### config.mk
export PLATFORM = sky130hd
export DESIGN_NAME = ps2_scan_rx
export DESIGN_NICKNAME = d
export VERILOG_FILES = /design/src/rtl/ps2_pkg.sv /design/src/rtl/ps2_code_fifo.sv /design/src/rtl/ps2_scan_rx.sv
export SDC_FILE = /design/constraint.sdc
export NUM_CORES = 1
export LEC_CHECK = 0
export ABC_AREA = 1
export BUFFER_PORTS_ARGS = -buffer_cell sky130_fd_sc_hd__buf_4
export CORE_ASPECT_RATIO = 0.8
export CORE_UTILIZATION = 50
export DETAILED_ROUTE_END_ITERATION = 6
export GPL_TIMING_DRIVEN = 1
export PLACE_DENSITY = 0.66
export SLEW_MARGIN = 20
export SYNTH_ARGS = -nofsm -noshare
export SYNTH_HDL_FRONTEND = slang
export SYNTH_SLANG_ARGS = --single-unit
### constraint.sdc
create_clock -name clk -period 2.73 [get_ports clk]
set_input_delay 0.273 -clock clk [delete_from_list [all_inputs] [get_ports clk]]
set_output_delay 0.273 -clock clk [all_outputs]
set_load 0.01 [all_outputs]
### src/rtl/ps2_pkg.sv
// Shared constants, frame-state encoding and parity helper for the PS/2 scan-code receiver.
package ps2_pkg;

  localparam int CODE_W = 10;

  localparam logic [7:0] PS2_PREFIX_EXT = 8'hE0;
  localparam logic [7:0] PS2_PREFIX_BRK = 8'hF0;

  typedef enum logic [1:0] {
    ST_IDLE   = 2'd0,
    ST_DATA   = 2'd1,
    ST_PARITY = 2'd2,
    ST_STOP   = 2'd3
  } frame_state_t;

  // PS/2 uses odd parity: data bits plus parity bit must hold an odd number of ones.
  function automatic logic odd_parity_ok(input logic [7:0] data, input logic par);
    return ^{data, par};
  endfunction

endpackage

### src/rtl/ps2_code_fifo.sv
// First-word-fall-through FIFO for decoded scan codes with occupancy count and sticky overflow.
module ps2_code_fifo
  import ps2_pkg::*;
#(
  parameter int DEPTH = 8,
  parameter int WIDTH = CODE_W
) (
  input  logic                     clk,
  input  logic                     rst,
  input  logic                     push,
  input  logic [WIDTH-1:0]         push_data,
  input  logic                     pop_ready,
  output logic [WIDTH-1:0]         head,
  output logic                     valid,
  output logic [$clog2(DEPTH):0]   count,
  output logic                     overflow
);

  localparam int PTR_W = $clog2(DEPTH);
  localparam int CNT_W = PTR_W + 1;

  logic [WIDTH-1:0] mem_r [DEPTH];
  logic [PTR_W-1:0] wr_ptr_r;
  logic [PTR_W-1:0] rd_ptr_r;
  logic [CNT_W-1:0] count_r;
  logic [CNT_W-1:0] count_nxt_s;
  logic             valid_r;
  logic             overflow_r;
  logic             full_s;
  logic             pop_s;
  logic             wr_s;
  logic             drop_s;

  assign full_s = (count_r == CNT_W'(DEPTH));
  assign pop_s  = valid_r & pop_ready;
  // A full FIFO still accepts a push when the head leaves in the same cycle.
  assign wr_s   = push & (~full_s | pop_s);
  assign drop_s = push & full_s & ~pop_s;

  // Next occupancy from the write/read strobes.
  always_comb begin
    count_nxt_s = count_r;
    case ({wr_s, pop_s})
      2'b10:   count_nxt_s = count_r + CNT_W'(1);
      2'b01:   count_nxt_s = count_r - CNT_W'(1);
      default: count_nxt_s = count_r;
    endcase
  end

  // Pointers, occupancy, valid flag and sticky overflow.
  always_ff @(posedge clk or negedge rst) begin
    if (!rst) begin
      wr_ptr_r   <= '0;
      rd_ptr_r   <= '0;
      count_r    <= '0;
      valid_r    <= 1'b0;
      overflow_r <= 1'b0;
    end else begin
      if (wr_s) wr_ptr_r <= wr_ptr_r + PTR_W'(1);
      if (pop_s) rd_ptr_r <= rd_ptr_r + PTR_W'(1);
      count_r    <= count_nxt_s;
      valid_r    <= (count_nxt_s != '0);
      overflow_r <= overflow_r | drop_s;
    end
  end

  // Storage array; cleared so the head reads zero out of reset.
  always_ff @(posedge clk or negedge rst) begin
    if (!rst) begin
      for (int i = 0; i < DEPTH; i++) mem_r[i] <= '0;
    end else if (wr_s) begin
      mem_r[wr_ptr_r] <= push_data;
    end
  end

  assign head     = mem_r[rd_ptr_r];
  assign valid    = valid_r;
  assign count    = count_r;
  assign overflow = overflow_r;

endmodule

### src/rtl/ps2_scan_rx.sv
// PS/2 keyboard receiver: synchroniser, frame FSM, stall watchdog, E0/F0 prefix folding, code FIFO.
// Define PS2_PARITY_CHECK_EN to reject frames whose odd parity does not match.
module ps2_scan_rx
  import ps2_pkg::*;
#(
  parameter int SYNC_STAGES = 3,
  parameter int TIMEOUT_CYC = 50000,
  parameter int FIFO_DEPTH  = 8
) (
  input  logic                          clk,
  input  logic                          rst,
  input  logic                          ps2_clk,
  input  logic                          ps2_data,
  output logic [CODE_W-1:0]             code_o,
  output logic                          valid_o,
  input  logic                          ready_i,
  output logic                          err_o,
  output logic                          overflow_o,
  output logic [$clog2(FIFO_DEPTH):0]   count_o
);

  localparam int WD_W = $clog2(TIMEOUT_CYC + 1);
  localparam logic [WD_W-1:0] WD_LAST = WD_W'(TIMEOUT_CYC - 1);

  logic [SYNC_STAGES-1:0] clk_sync_r;
  logic [SYNC_STAGES-1:0] data_sync_r;
  logic                   fall_s;
  logic                   sample_s;

  frame_state_t state_r;
  frame_state_t state_nxt_s;

  logic [2:0]        bit_cnt_r;
  logic [7:0]        shift_r;
  logic [WD_W-1:0]   wdog_r;
  logic              timeout_s;
  logic              start_s;
  logic              shift_en_s;
  logic              stop_en_s;
  logic              parity_ok_s;
  logic              frame_ok_s;
  logic              frame_bad_s;
  logic              is_ext_s;
  logic              is_brk_s;
  logic              ext_r;
  logic              brk_r;
  logic              push_r;
  logic [CODE_W-1:0] push_code_r;
  logic              err_r;

  // Two-or-more flop synchronisers for the asynchronous PS/2 pins.
  always_ff @(posedge clk or negedge rst) begin
    if (!rst) begin
      clk_sync_r  <= '0;
      data_sync_r <= '0;
    end else begin
      clk_sync_r  <= {clk_sync_r[SYNC_STAGES-2:0], ps2_clk};
      data_sync_r <= {data_sync_r[SYNC_STAGES-2:0], ps2_data};
    end
  end

  // Newest-but-synchronised stage low while the older stage is still high marks a falling edge.
  assign fall_s   = ~clk_sync_r[SYNC_STAGES-2] & clk_sync_r[SYNC_STAGES-1];
  assign sample_s = data_sync_r[SYNC_STAGES-2];

  assign timeout_s = (state_r != ST_IDLE) && !fall_s && (wdog_r == WD_LAST);

  // Frame state register.
  always_ff @(posedge clk or negedge rst) begin
    if (!rst) state_r <= ST_IDLE;
    else      state_r <= state_nxt_s;
  end

  // Frame sequencing; advances on PS/2 clock falls, watchdog forces a return to idle.
  always_comb begin
    state_nxt_s = state_r;
    if (timeout_s) begin
      state_nxt_s = ST_IDLE;
    end else if (fall_s) begin
      case (state_r)
        ST_IDLE: begin
          if (!sample_s) state_nxt_s = ST_DATA;
          else           state_nxt_s = ST_IDLE;
        end
        ST_DATA: begin
          if (bit_cnt_r == 3'd7) state_nxt_s = ST_PARITY;
          else                   state_nxt_s = ST_DATA;
        end
        ST_PARITY: state_nxt_s = ST_STOP;
        ST_STOP:   state_nxt_s = ST_IDLE;
        default:   state_nxt_s = ST_IDLE;
      endcase
    end else begin
      state_nxt_s = state_r;
    end
  end

  // Per-state strobes for the datapath.
  always_comb begin
    start_s    = 1'b0;
    shift_en_s = 1'b0;
    stop_en_s  = 1'b0;
    case (state_r)
      ST_IDLE:   start_s    = fall_s & ~sample_s;
      ST_DATA:   shift_en_s = fall_s;
      ST_STOP:   stop_en_s  = fall_s;
      default: begin
        start_s    = 1'b0;
        shift_en_s = 1'b0;
        stop_en_s  = 1'b0;
      end
    endcase
  end

  // Data bit counter and LSB-first shift register.
  always_ff @(posedge clk or negedge rst) begin
    if (!rst) begin
      bit_cnt_r <= 3'd0;
      shift_r   <= 8'd0;
    end else begin
      if (start_s)         bit_cnt_r <= 3'd0;
      else if (shift_en_s) bit_cnt_r <= bit_cnt_r + 3'd1;
      if (shift_en_s) shift_r <= {sample_s, shift_r[7:1]};
    end
  end

  // Stall watchdog: runs only inside a frame and restarts on every clock fall.
  always_ff @(posedge clk or negedge rst) begin
    if (!rst) begin
      wdog_r <= '0;
    end else if (fall_s || (state_r == ST_IDLE)) begin
      wdog_r <= '0;
    end else if (wdog_r != WD_LAST) begin
      wdog_r <= wdog_r + WD_W'(1);
    end
  end

`ifdef PS2_PARITY_CHECK_EN
  logic parity_r;

  // Captured parity bit for the stop-bit check.
  always_ff @(posedge clk or negedge rst) begin
    if (!rst) begin
      parity_r <= 1'b0;
    end else if ((state_r == ST_PARITY) && fall_s) begin
      parity_r <= sample_s;
    end
  end

  assign parity_ok_s = odd_parity_ok(shift_r, parity_r);
`else
  assign parity_ok_s = 1'b1;
`endif

  assign frame_ok_s  = stop_en_s & sample_s & parity_ok_s;
  assign frame_bad_s = stop_en_s & ~(sample_s & parity_ok_s);
  assign is_ext_s    = (shift_r == PS2_PREFIX_EXT);
  assign is_brk_s    = (shift_r == PS2_PREFIX_BRK);

  // Prefix folding, push strobe and error pulse; any error drops pending prefixes.
  always_ff @(posedge clk or negedge rst) begin
    if (!rst) begin
      ext_r       <= 1'b0;
      brk_r       <= 1'b0;
      push_r      <= 1'b0;
      push_code_r <= '0;
      err_r       <= 1'b0;
    end else begin
      err_r       <= frame_bad_s | timeout_s;
      push_r      <= frame_ok_s & ~is_ext_s & ~is_brk_s;
      push_code_r <= {ext_r, brk_r, shift_r};
      if (frame_ok_s) begin
        if (is_ext_s) begin
          ext_r <= 1'b1;
        end else if (is_brk_s) begin
          brk_r <= 1'b1;
        end else begin
          ext_r <= 1'b0;
          brk_r <= 1'b0;
        end
      end else if (frame_bad_s || timeout_s) begin
        ext_r <= 1'b0;
        brk_r <= 1'b0;
      end
    end
  end

  ps2_code_fifo #(
    .DEPTH (FIFO_DEPTH),
    .WIDTH (CODE_W)
  ) u_fifo (
    .clk       (clk),
    .rst       (rst),
    .push      (push_r),
    .push_data (push_code_r),
    .pop_ready (ready_i),
    .head      (code_o),
    .valid     (valid_o),
    .count     (count_o),
    .overflow  (overflow_o)
  );

  assign err_o = err_r;

endmodule
==> metrics.txt, run 1 <==
synth unique cells=32; DRT Wirelength=13.7 mm; #FFs+latches synth=140; placed cell area=between 6000 and 7000 µm²; Clock Path Buffers=2; initial antenna violation count=0; drt pass-1 iters=5; Worst path depth=13; Critical Path RT=3020 ps; most numerous cell in the Yosys netlist=nand2_1; Final Setup Violations=0; Achievable Freq=between 400 and 500 MHz; CTS Hold Bufs=3; Area growth syn-to-layout=12.7%; CP peak stage delay=440 ps; initial core utilization=0.523; Cell Area, Synth=6500 µm²; Reg clk slew, reported paths=~60 ps; Yosys top cell area share=0.539; Leakage=3.59 nW; Post-DRT Antenna Nets=0; grt ovf=0; number of synthesized flops with an enable pin=0; cell taking the most area after synthesis=dfrtp_1; crit share post-route=0.862; DR WL/cell=14.6 µm; Max Cap Viol=0; Via density=5.28; worst path bufs/invs=1; Max Fanout on Critical Path=6; Post-Syn Area per Cell=between 8 and 9 µm²; top cells by count, synth=nand2_1 (200), dfrtp_1 (140), nor2_1 (66); Comb power frac=0.245; Mapped Nets=747; pwr dens=868 nW/µm²; Post-Synthesis Cells=734; DRC errors left=0; critical path class=flop to flop; vias in the first global route=about 4700; Routability Congestion=0.820; CP endpoint kind=flop; clock tree sinks=140; Worst Tran Pin Value=between 700 and 800 ps; Internal Power=4.32 mW; first-pass GRT wire length=23.3 mm; kind of cell adding the most delay to the critical path=simple AND/OR/NAND/NOR gates; Hold Path Class=input port to flop; post-detail-place hpwl=approximately 9 mm; ys flop type=dfrtp_1; H-tree level count=4; Max IR drop VDD=469 µV; Post-CTS Setup Repair Bufs=0; total track usage=0.223; Most common cell on crit path=nand2_1; nets@finish=766; P_sw=about 2 mW; layout cells sized above 1=0.115; Critical Path, Cell by Cell=nor2_2, nand4_2, nand2_4, ha_1, inv_1, nand2_1, nand2_1, ha_1, nand2_1, o21ai_0, or2_2, nor2_1, nand3_1; Synth Warn #=0; Worst Hold Path Cells=4; area taken by multi-input logic gates=between 2000 and 3000 µm²; clock power share=0.372; largest cells by area after synthesis=dfrtp_1 (54%), nand2_1 (12%), o21ai_1 (4.7%); floorplan row count=36; die extent in y=between 100 and 150 µm; Die X-Extent=about 130 µm; pin count of the biggest net entering global routing=72; outcome=finished, final reports clean; worst skew pair latency=420 ps; CP max-delay cell=dfrtp_1; switching share of total power=0.322; 1st-iter DRT viols=332; relative slew slack=0.520; sequential area share after synthesis=0.539; Final Cell Area=7330 µm²; Resize count post-CTS=0; TritonCTS buffer count=17; Design Power=~6.4 mW; FFs w/ async S/R, synth=1.00; Slew Viols, Final=0; FF-to-FF path depth=13; RSZ-0062 raised after global routing=false; CTS tree=built; register cell area after layout=between 3000 and 4000 µm²; Sequential Power Share=0.383; root buf cell=clkbuf_16; Final min period=between 2000 and 2500 ps; port bufs=21; ANT cells=0; crit path DAT=~2600 ps; Filler Cells Inserted=1105; Vias=4944; Critical Path Source Type=flop; hold violation count in the final report=0; Fin Clk Skew=9.48 ps; total core area=12400 µm²; I/O pin cnt=22; Setup TNS Final=0 ps; Die Area=between 10000 and 15000 µm²
[power by group through the flow]
stage               clock [mW]  combinational, mW  sequential [mW]
finish                    2.36               1.56             2.44
detailed placement           0               1.55             2.47
global placement             0               1.50             2.46
CTS                       2.41               1.56             2.44
floorplan                    0               1.06             2.43
global route              2.50               1.74             2.47
[flip-flops by register name (all words and copies together), names as in the netlist, 4 cells and up]
signal        count
push_code_r      10
wdog_r           16
shift_r           8
u_fifo.count      4
u_fifo.mem_r     80
[cell type report]
cell class                 count  share of cell area
sequential                   140               0.478
multi-input combinational    500               0.343
clock buffer                  22              0.0647
timing repair buffer          32              0.0343
inverter                      62              0.0321
tap                          171              0.0292
clock inverter                10              0.0190
[per-layer routing]
metal  wire length (µm)  GRT usage
met1               6320      0.304
met4                229     0.0872
met5                  0          0
met3                661     0.0370
met2               6460      0.353
[path summary, 6_finish.rpt]
check                                 from            endpoint  slack [ps]
max                        u_fifo.count[2]        u_fifo.valid         380
min                                ready_i  u_fifo.rd_ptr_r[1]         210
max reg2reg                u_fifo.count[2]        u_fifo.valid         380
min reg2reg                 data_sync_r[0]      data_sync_r[1]         350
max in group asynchronous              rst    u_fifo.mem_r[33]        1560
min in group asynchronous              rst    u_fifo.mem_r[68]         430
[tightest hold or removal path: cells and delay by family]
kind | cells | cell delay [ps]
buffers and inverters | 1 | 80
and+or+nand+nor | 3 | 230
[cells by family (layout without fill, tap and decap cells)]
logic type | after synthesis | after routing | synth area share
AO/OA/AOI/OAI | 146 | 146 | 0.124
XOR/XNOR | 8 | 8 | 0.0108
adder cells (fa/ha/maj) | 8 | 8 | 0.0154
buffers and inverters | 94 | 126 | 0.0750
flip-flops | 140 | 140 | 0.539
multiplexers | 20 | 20 | 0.0308
AND/OR/NAND/NOR | 318 | 318 | 0.206
[cells in the final DEF, fill, tap and decap left out, drive strengths merged, types with 4 or more instances in the layout]
cell      instances
nand2           210
clkinvlp          4
nand4             7
clkbuf           22
nor2             70
buf              29
mux2i            20
inv              62
o22ai            20
a21oi             6
ha                8
nand3            25
o21ai           116
xor2              5
dfrtp           140
[stage by stage]
step	utilization	hold slack [ps]	instances	worst slack, ps
after floorplan	-	-22.6	734	627
after global placement	0.538	315	902	531
after detailed placement	0.538	321	902	409
after CTS	0.589	200	937	388
after global routing	0.589	236	937	183
final	0.589	209	937	378
(Power assumes the default switching activity.)
==> inputs of run 2 (changes only) <==
- CELL_PAD_IN_SITES_DETAIL_PLACEMENT: not set -> 1
- CELL_PAD_IN_SITES_GLOBAL_PLACEMENT: not set -> 2
- CORE_UTILIZATION: 50 -> 39
- PLACE_DENSITY: 0.66 -> not set
- PLACE_DENSITY_LB_ADDON: not set -> 0.1
==> run 2 against run 1 <==
Net effect: cell area grew 1.1%; worst setup slack better by 2.3 ps; register-to-register slack about the same; critical path type is now flop to output port.
==> metrics.txt, run 2 (same netlist as run 1, synthesis figures left out) <==
outcome=finished, final reports clean (unchanged); Max Fanout on Critical Path=41 (was 6); CP max-delay cell=buf_4 (was dfrtp_1); Final min period=2350 ps (about the same); die extent in y=117 µm (was 104 µm); Setup TNS Final=0 ps (unchanged); DRT Wirelength=16.0 mm (was 13.7 mm); Die Area=17200 µm² (was 13500 µm²); CP endpoint kind=output port (was flop); hold_sp=ready_i (unchanged); grt ovf=0 (unchanged); nets@finish=767 (was 766); Area growth syn-to-layout=14.0% (was 12.7%); RSZ-0062 raised after global routing=false (unchanged); met3 routed WL=336 µm (was 661 µm); root buf cell=clkbuf_16 (unchanged); hold violation count in the final report=0 (unchanged); Critical Path Source Type=flop (unchanged); Achievable Freq=426 MHz (was 425 MHz); critical path class=flop to output port (was flop to flop); Worst Tran Pin Value=865 ps (was 718 ps); most used cells in the layout excluding fill and tap cells=nand2_1 (200), dfrtp_1 (140), nor2_1 (66), o21ai_1 (61), inv_1 (60) (unchanged); DR WL/cell=16.3 µm (was 14.6 µm); DR top layer=met4 (unchanged); Critical Path RT=2460 ps (was 3020 ps); largest registers=u_fifo.mem_r: 80 flops, wdog_r: 16 flops, push_code_r: 10 flops (unchanged); port bufs=21 (unchanged); post-detail-place hpwl=10.7 mm (was 8.79 mm); Max Cap Viol=0 (unchanged); Via density=5.03 (was 5.28); R2R Path Start=u_fifo.count[2] (unchanged); beginning of the critical path=u_fifo.rd_ptr_r[0] (was u_fifo.count[2]); floorplan row count=41 (was 36); pin count of the biggest net entering global routing=86 (was 72); crit share post-route=0.861 (was 0.862); most common cell after layout, fill and taps aside=nand2_1 (unchanged); total core area=16100 µm² (was 12400 µm²); Final Cell Area=7410 µm² (was 7330 µm²); vias in the first global route=5180 (was 4733); Final Setup Violations=0 (unchanged); initial antenna violation count=0 (unchanged); TritonCTS buffer count=17 (unchanged); H-tree level count=4 (unchanged); Filler Cells Inserted=1873 (was 1105); CP peak stage delay=510 ps (was 440 ps); Resize count post-CTS=0 (unchanged); crit path DAT=2080 ps (was 2640 ps); first-pass GRT wire length=27.3 mm (was 23.3 mm); met1 wire length=7.95 mm (was 6.32 mm); Reg with most FFs=u_fifo.mem_r (unchanged); ANT cells=0 (unchanged); Leakage=3.60 nW (was 3.59 nW); drt pass-1 iters=4 (was 5); relative slew slack=0.421 (was 0.520); Post-DRT Antenna Nets=0 (unchanged); Clock Path Buffers=2 (unchanged); Fin Clk Skew=10.4 ps (was 9.48 ps); initial core utilization=0.405 (was 0.523); Routed met2 length=7.57 mm (was 6.46 mm); Critical Path, Cell by Cell=buf_4, mux2i_1, o22ai_1, nand2_1, nand2_1, buf_4 (was nor2_2, nand4_2, nand2_4, ha_1, inv_1, nand2_1, nand2_1, ha_1, nand2_1, o21ai_0, or2_2, nor2_1, nand3_1); worst skew pair latency=420 ps (about the same); Slew Viols, Final=0 (unchanged); CTS tree=built (unchanged); total track usage=0.204 (was 0.223); Hold Path Class=input port to flop (unchanged); layout cells sized above 1=0.119 (was 0.115); Reg clk slew, reported paths=60 ps (about the same); Die X-Extent=146 µm (was 130 µm); clock tree sinks=140 (unchanged); 1st-iter DRT viols=265 (was 332); Max IR drop VDD=437 µV (was 469 µV); Design Power=6.54 mW (was 6.36 mW); Routability Congestion=0.794 (was 0.820); DRC errors left=0 (unchanged); Vias=4939 (was 4944); I/O pin cnt=22 (unchanged); placed cell area=6760 µm² (was 6690 µm²); max reg flops=80 (unchanged); pwr dens=882 nW/µm² (was 868 nW/µm²)
-- run 2: worst paths after layout --
path	end	slack (ps)	cells past startpoint
setup / recovery	code_o[7]	380	6
hold / removal	u_fifo.rd_ptr_r[1]	220	4
setup reg to reg	u_fifo.valid	390	13
hold reg to reg	data_sync_r[1]	350	0
max in group asynchronous	u_fifo.mem_r[36]	1550	3
min in group asynchronous	u_fifo.count[1]	450	2
-- run 2: area by class of cell --
class	count	area, µm²	share of cell area
clock buffer	17	425	0.0574
tap	215	269	0.0363
multi-input combinational	500	2510	0.339
timing repair buffer	33	272	0.0366
inverter	62	235	0.0317
clock inverter	15	196	0.0265
sequential	140	3500	0.473
-- run 2: layer usage --
| layer | track usage | up-vias |
|---|---|---|
| met5 | 0 | - |
| met4 | 0.0566 | 0 |
| met3 | 0.0422 | 15 |
| met2 | 0.326 | 43 |
| met1 | 0.281 | 2450 |
| li1 | - | 2431 |
-- run 2: critical path, delay by kind of cell, from the launching register on --
| kind | cells | cell delay (ps) |
|---|---|---|
| AOI/OAI and AO/OA | 1 | 100 |
| buffers and inverters | 2 | 680 |
| DFF | 1 | 350 |
| muxes | 1 | 330 |
| and+or+nand+nor | 2 | 190 |
-- run 2: power by group --
part	switching [mW]	leakage, nW	internal [mW]
logic	1.09	1.41	0.573
clock network	0.922	0.295	1.53
registers	0.159	1.89	2.26
-- run 2: metrics by stage --
| stage | std cells | utilization | hold WS, ps | setup slack, ps |
|---|---|---|---|---|
| 2_1_floorplan | 734 | - | -22.6 | 627 |
| 3_3_place_gp | 947 | 0.421 | 336 | 474 |
| 3_5_place_dp | 947 | 0.421 | 337 | 376 |
| 4_1_cts | 982 | 0.462 | 211 | 359 |
| 5_1_grt | 982 | 0.462 | 247 | 162 |
| 6_report | 982 | 0.462 | 222 | 380 |
-- run 2: what timing repair did --
item                      in CTS  in global routing
hold endpoints to repair      84                  0
hold buffers                   3                  0
buffers inserted               0                  0
